===== src/rtl/intpol2_d4_out_fifo.sv =====
// intpol2_d4_out_fifo: DEPTH x DATA_WIDTH output FIFO, registered 1-cycle read.
// Define INTPOL2_FIFO_ERR_FLAGS_EN for sticky overflow/underflow flags.
module intpol2_d4_out_fifo #(
  parameter int DATA_WIDTH   = 32,
  parameter int ADDR_WIDTH   = 7,
  parameter int AFULL_MARGIN = 4
) (
  input  logic                  clk,
  input  logic                  rst,
  input  logic                  clear,
  input  logic                  wr_en,
  input  logic [DATA_WIDTH-1:0] wr_data,
  input  logic                  rd_en,
  output logic [DATA_WIDTH-1:0] rd_data,
  output logic                  rd_valid,
  output logic                  empty,
  output logic                  full,
  output logic                  afull,
  output logic [ADDR_WIDTH:0]   count,
  output logic                  overflow,
  output logic                  underflow
);

  localparam int DEPTH = 1 << ADDR_WIDTH;
  localparam logic [ADDR_WIDTH:0] CNT_FULL =
    (ADDR_WIDTH+1)'(DEPTH);
  localparam logic [ADDR_WIDTH:0] CNT_AFULL =
    (ADDR_WIDTH+1)'(DEPTH - AFULL_MARGIN);

  logic [DATA_WIDTH-1:0] mem [DEPTH];
  logic [ADDR_WIDTH-1:0] wr_ptr;
  logic [ADDR_WIDTH-1:0] rd_ptr;
  logic                  wr_acc;
  logic                  rd_acc;
  logic [ADDR_WIDTH:0]   count_nxt;

  // Flags are registered, so acceptance never sees same-cycle requests.
  assign wr_acc = wr_en & ~full;
  assign rd_acc = rd_en & ~empty;

  always_comb begin
    count_nxt = count;
    unique case ({wr_acc, rd_acc})
      2'b10:   count_nxt = count + 1'b1;
      2'b01:   count_nxt = count - 1'b1;
      default: count_nxt = count;
    endcase
  end

  always_ff @(posedge clk) begin
    if (!rst && !clear && wr_acc)
      mem[wr_ptr] <= wr_data;
  end

  always_ff @(posedge clk) begin
    if (rst) begin
      wr_ptr   <= '0;
      rd_ptr   <= '0;
      count    <= '0;
      rd_data  <= '0;
      rd_valid <= 1'b0;
      empty    <= 1'b1;
      full     <= 1'b0;
      afull    <= 1'b0;
    end else if (clear) begin
      wr_ptr   <= '0;
      rd_ptr   <= '0;
      count    <= '0;
      rd_valid <= 1'b0;
      empty    <= 1'b1;
      full     <= 1'b0;
      afull    <= 1'b0;
    end else begin
      if (wr_acc)
        wr_ptr <= wr_ptr + 1'b1;
      if (rd_acc) begin
        rd_data <= mem[rd_ptr];
        rd_ptr  <= rd_ptr + 1'b1;
      end
      rd_valid <= rd_acc;
      count    <= count_nxt;
      empty    <= (count_nxt == '0);
      full     <= (count_nxt == CNT_FULL);
      afull    <= (count_nxt >= CNT_AFULL);
    end
  end

`ifdef INTPOL2_FIFO_ERR_FLAGS_EN
  always_ff @(posedge clk) begin
    if (rst || clear) begin
      overflow  <= 1'b0;
      underflow <= 1'b0;
    end else begin
      if (wr_en && full)
        overflow <= 1'b1;
      if (rd_en && empty)
        underflow <= 1'b1;
    end
  end
`else
  assign overflow  = 1'b0;
  assign underflow = 1'b0;
`endif

endmodule


===== config.mk =====
export PLATFORM = sky130hd
export DESIGN_NAME = intpol2_d4_out_fifo
export DESIGN_NICKNAME = d
export VERILOG_FILES = /design/src/rtl/intpol2_d4_out_fifo.sv
export SDC_FILE = /design/constraint.sdc
export NUM_CORES = 2
export LEC_CHECK = 0
export CAP_MARGIN = 0
export CORE_AREA = 10 10 542 544
export CTS_CLUSTER_DIAMETER = 200
export DETAILED_ROUTE_END_ITERATION = 7
export DIE_AREA = 0 0 552 554
export HOLD_SLACK_MARGIN = 0.15
export PLACE_DENSITY = 0.75
export SETUP_SLACK_MARGIN = 0.1
export SLEW_MARGIN = 20
export SYNTH_ARGS = -nofsm -noshare
export SYNTH_HDL_FRONTEND = slang
export SYNTH_SLANG_ARGS = --single-unit

===== constraint.sdc =====
create_clock -name clk -period 5.3 [get_ports clk]
set_input_delay 0.795 -clock clk [delete_from_list [all_inputs] [get_ports clk]]
set_output_delay 0.795 -clock clk [all_outputs]
set_load 0.03 [all_outputs]

**Yosys cells after proc, flatten, opt, wreduce, memory -nomap -nowiden**

Memory sizes are Yosys's and may differ from the RTL's. A register that Yosys moved wholly into a read port is not among the register bits.
Index checks and enable logic that the tools add are counted.

- Bits in registers: 26
- Memory bits (writable): 4,096
- Bits of input ports: 37
- Output and inout bits: 46
- Logic and storage cells: 31
- Memories: 1

Memory list:

| name | depth | width | read ports | clocked after memory_dff | wr ports | RTL line | text |
|---|---|---|---|---|---|---|---|
| mem | 128 | 32 | 1 | 1 | 1 | 30 | `logic [DATA_WIDTH-1:0] mem [DEPTH];` |

- Add/subtract/negate cells: 4
- Order comparisons: 1
- Equality and inequality tests: 3
- Muxes and demuxes: 3
- Bitwise logic cells: 5
- Reductions and logical operators: 7

Operators by type and width:

| cell | number |
|---|---|
| $pmux W8 S2 | 1 |
| $add A7 B1 Y7 const B | 2 |
| $add A8 B1 Y8 const B | 1 |
| $eq A8 B8 Y1 const B | 1 |
| $ge A8 B7 Y1 const B | 1 |
| $logic_not A8 Y1 | 1 |
| $sub A8 B1 Y8 const B | 1 |
| $not A1 Y1 | 3 |
| $and A1 B1 Y1 | 2 |
| $eq A2 B1 Y1 const B | 1 |
| $eq A2 B2 Y1 const B | 1 |
| $logic_and A1 B1 Y1 | 2 |
| $logic_not A1 Y1 | 2 |
| $mux W1 | 2 |
| $reduce_and A2 Y1 | 1 |
| $reduce_or A2 Y1 | 1 |

**Depth between registers and ports, before layout**

- Depth after elaboration: 5
- Gate-level depth with buffers: 13
- Depth with buffers taken out: 12

**Worst setup path before layout**

No wires, ideal clock.

- Path type: input -> register
- From: in wr_en
- To: mem mem[72][0] (enable)
- Library setup time: 503 ps
- Data arrival time: 4,964 ps
- Data required time: 4,797 ps
- Setup slack: -166 ps
- Cell stages on the path: 5
- Buffers on the path: 0
- Cell sequence: nor2b_1 > clkinv_1 > nor2_1 > nand4_1 > nor4_1

- Word-level cells in the longest chain between the ends: 4

RTL lines:

| what | RTL line | text |
|---|---|---|
| from (decl) | 11 | `input logic wr_en,` |
| $and A1 B1 Y1 | 38 | `assign wr_acc = wr_en & ~full;` |
| $logic_and A1 B1 Y1 | 51 | `if (!rst && !clear && wr_acc)` |
| $mux W1 | 51 |  |
| $mux W1 (implied by the code) | 52 | `mem[wr_ptr] <= wr_data;` |
| to (decl) | 30 |  |

No other way between the ends.

==> impl_metrics.sql <==
INSERT INTO impl_metrics (metric_group, metric, value, unit) VALUES
('status', 'run_status', 'finished with violations', ''),
('status', 'violations', 'DRC', ''),
('global_route', 'via_count_of_the_first_global_routing_pass', '80500', ''),
('layout', 'n_fill_cell', '18000', ''),
('routing', 'remaining_antenna_violation_count_after_routing', '0', ''),
('routing', 'finalWirelength', '438', 'mm'),
('power_and_ir_drop', 'power.share.sequential', '0.550', ''),
('routing', 'drcViolationCount', '2', ''),
('synthesis', 'ys_seq_area_frac', '0.775', ''),
('synthesis', 'synth-simple-area-share', '0.0168', ''),
('critical_path', 'worst_setup_path_end_kind', 'flop', ''),
('floorplan', 'floorplan.die.width', '552', 'um'),
('critical_path', 'startpoint_type', 'flop', ''),
('routing', 'drt_first_pass_iters', '8', ''),
('flow_run', 'max_capacitance_violation_count', '0', ''),
('worst_hold_path', 'hold_start', 'wr_data[14]', ''),
('floorplan', 'design.die.area', '0.306', 'mm^2'),
('sta', 'report.final.setup_viol', '0', ''),
('placement', 'place_area', '0.167', 'mm^2'),
('global_route', 'grt_usage', '0.281', ''),
('clock_tree', 'cts_tree', 'built', ''),
('clock_tree', 'clk_latency', '0.98', 'ns'),
('floorplan', 'floorplan.rows', '196', ''),
('critical_path', 'worstRegToRegCells', '8', ''),
('clock_tree', 'cts.repair_timing.setup_buffer_count', '0', ''),
('global_route', 'grt_antenna_before_repair', '47', ''),
('power_and_ir_drop', 'power.combinational.fraction', '0.020', ''),
('synthesis', 'synth-compound-area-share', '0.0336', ''),
('power_and_ir_drop', 'ir_drop', '0.293', 'mV'),
('sta', 'layout_min_cycle_time', '4.65', 'ns'),
('global_route', 'maximum_number_of_pins_on_one_net_before_global_route_repair', '129', ''),
('critical_path', 'cp.arrival', '5.49', 'ns'),
('sta', 'timing_hold_violations_final', '0', ''),
('synthesis', 'largest_family_of_logic_cells_by_synthesized_area', 'multiplexers', ''),
('critical_path', 'timing_worst_setup_path_type', 'flop to flop', ''),
('sta', 'max_clock_freq', '215', 'MHz'),
('placement', 'numPortBuffers', '80', ''),
('worst_hold_path', 'timing.hold.worst.class', 'primary input to flop', ''),
('power_and_ir_drop', 'power.switching', '13.5', 'mW'),
('worst_hold_path', 'hold_depth', '1', ''),
('critical_path', 'crit_required', '6.14', 'ns'),
('clock_tree', 'cts.root.buffer_cell', 'clkbuf_16', ''),
('layout', 'postLayoutCoreUtil', '0.636', ''),
('routing', 'avgRoutedWirePerCell', '36.9', 'um'),
('critical_path', 'worst_r2r_dst', 'rd_data[21]', ''),
('synthesis', 'post_synth_mux_area_share', '0.154', ''),
('placement', 'place.gp.congestion', '0.909', ''),
('clock_tree', 'htree_num_levels', '5', ''),
('clock_tree', 'clkSinkCount', '4154', ''),
('routing', 'drtIter0Drc', '12700', ''),
('floorplan', 'core-area', '0.283', 'mm^2'),
('synthesis', 'synthesis.area_per_instance', '21.9', 'um^2'),
('synthesis', 'synth_adder_area_share', '0.000468', ''),
('synthesis', 'synthXorXnorAreaFrac', '0.00115', ''),
('sta', 'setup-tns-final', '0', 'ns'),
('critical_path', 'r2r_setup_slack', '0.65', 'ns'),
('clock_tree', 'hold_buffers', '0', ''),
('sta', 'max_slew.worst_pin.slew', '1.44', 'ns'),
('power_and_ir_drop', 'power_per_cell_area', '364', 'mW/mm^2'),
('power_and_ir_drop', 'internal_power', '52.2', 'mW'),
('clock_tree', 'cts.reportedPaths.clkPinSlew', '0.06', 'ns'),
('synthesis', 'synth_cell_type_count', '78', ''),
('clock_tree', 'number_of_cts_inserted_buffers', '406', ''),
('routing', 'vias', '81400', ''),
('floorplan', 'fp.dieH', '554', 'um'),
('synthesis', 'syn_inst', '7319', ''),
('power_and_ir_drop', 'total_leakage_power', '53.5', 'nW'),
('synthesis', 'postSynth.asyncResetShare', '0', ''),
('critical_path', 'critical_path.reg2reg.startpoint', 'rd_ptr[0]', ''),
('floorplan', 'initial_core_utilization', '0.565', ''),
('synthesis', 'post_synth_instance_area', '0.160', 'mm^2');
-- power groups by stage --
| stage | sequential (mW) | combinational (mW) | clock, mW |
|---|---|---|---|
| floorplan | 36.8 | 0.427 | 0 |
| global placement | 36.8 | 1.22 | 0 |
| detailed placement | 36.8 | 1.27 | 0 |
| CTS | 36.1 | 1.28 | 28.4 |
| global route | 36.1 | 1.35 | 29.6 |
| finish | 36.1 | 1.30 | 28.2 |
-- sequential cells by signal, summed over array words and instances, names as in the netlist --
signal and cells:
rd_data 32, mem 4096, count 8, rd_ptr 7, full 1, wr_ptr 7, rd_valid 1, empty 1
afull 1
-- area by class of cell --
type                    instances  area, um^2  area share
flip-flops and latches       4154      124000       0.689
clock inverters               261        2510      0.0139
clock buffers                 478       10500      0.0581
diodes                         11        27.5    0.000153
well taps                    3762        4710      0.0261
repair buffers                463        4300      0.0238
multi-input cells            2724       34100       0.189
inverters                       5        18.8    0.000104
-- worst max-delay path, cell delays in order, from the launching register on --
cell	delay (ns)
dfxtp_4	1.07
buf_12	0.39
buf_12	0.36
mux4_2	0.57
mux2_2	0.32
a221oi_1	0.58
o31ai_1	0.28
a21oi_1	0.64
nor3_1	0.13
-- layer usage --
| metal | routed length, um | up-vias | part of all wire | track usage |
|---|---|---|---|---|
| li1 | - | 31900 | - | - |
| met5 | 232 | - | 0.00053 | 0 |
| met1 | 150000 | 42300 | 0.34 | 0.380 |
| met2 | 200000 | 6106 | 0.46 | 0.424 |
| met4 | 25200 | 36 | 0.058 | 0.133 |
| met3 | 62200 | 1066 | 0.14 | 0.0836 |
-- logic make-up after synthesis --
| logic type | Yosys count |
|---|---|
| xor gates and xnor gates | 21 |
| and+or+nand+nor | 579 |
| adders and majority gates | 6 |
| other | 1 |
| AOI/OAI and AO/OA | 761 |
| DFF | 4154 |
| muxes | 1355 |
| buffers and inverters | 442 |
-- worst max-delay path by stage --
stage | from | slack, ns | endpoint | cells after the start
CTS | rd_ptr[0] | 0.70 | rd_data[21] | 8
floorplan | wr_en | 1.17 | mem[72][0] | 5
global route | rd_ptr[0] | 0.69 | rd_data[21] | 8
detailed placement | rd_ptr[0] | 0.74 | rd_data[21] | 8
global placement | rd_ptr[0] | 0.55 | rd_data[28] | 7
finish | rd_ptr[0] | 0.65 | rd_data[21] | 8
-- cells in the mapped netlist, types with 9 or more instances --
| library cell | n | area (um^2) |
|---|---|---|
| o21ai_0 | 46 | 230 |
| nor4_1 | 32 | 200 |
| a2111oi_1 | 9 | 90.1 |
| nand2b_1 | 11 | 68.8 |
| mux2i_1 | 457 | 4570 |
| or3_1 | 12 | 75.1 |
| nor2b_1 | 55 | 344 |
| clkbuf_1 | 131 | 492 |
| nor2_1 | 231 | 867 |
| xnor2_1 | 10 | 87.6 |
| o2111ai_1 | 15 | 131 |
| nand2_1 | 111 | 417 |
| a22o_1 | 11 | 96.3 |
| o22ai_1 | 56 | 350 |
| mux4_2 | 849 | 19100 |
| nor3_1 | 59 | 295 |
| o221ai_1 | 74 | 648 |
| a22oi_1 | 124 | 931 |
| nand3_1 | 33 | 165 |
| xor2_1 | 11 | 96.3 |
| buf_4 | 104 | 781 |
| a221o_1 | 10 | 100 |
| mux2_2 | 21 | 236 |
| buf_2 | 82 | 410 |
| dfxtp_1 | 58 | 1160 |
| a21oi_1 | 170 | 851 |
| a211oi_1 | 119 | 893 |
| a31oi_1 | 15 | 93.8 |
| buf_8 | 13 | 195 |
| mux4_1 | 28 | 736 |
| edfxtp_1 | 4096 | 123000 |
| a221oi_1 | 39 | 342 |
| a2111oi_0 | 15 | 131 |
| buf_6 | 87 | 980 |
| o211ai_1 | 20 | 150 |
-- per-stage QoR --
step,std cells,total power [mW],setup WS (ns),hold WS [ns]
after floorplan,7320,37.2,1.17,0.586
after global placement,11100,38.0,0.551,0.531
after detailed placement,11100,38.1,0.738,0.548
after CTS,11800,65.8,0.699,0.162
after global routing,11800,67.1,0.687,0.197
final,11900,65.7,0.651,0.218
Power figures use the tool's default switching activity.
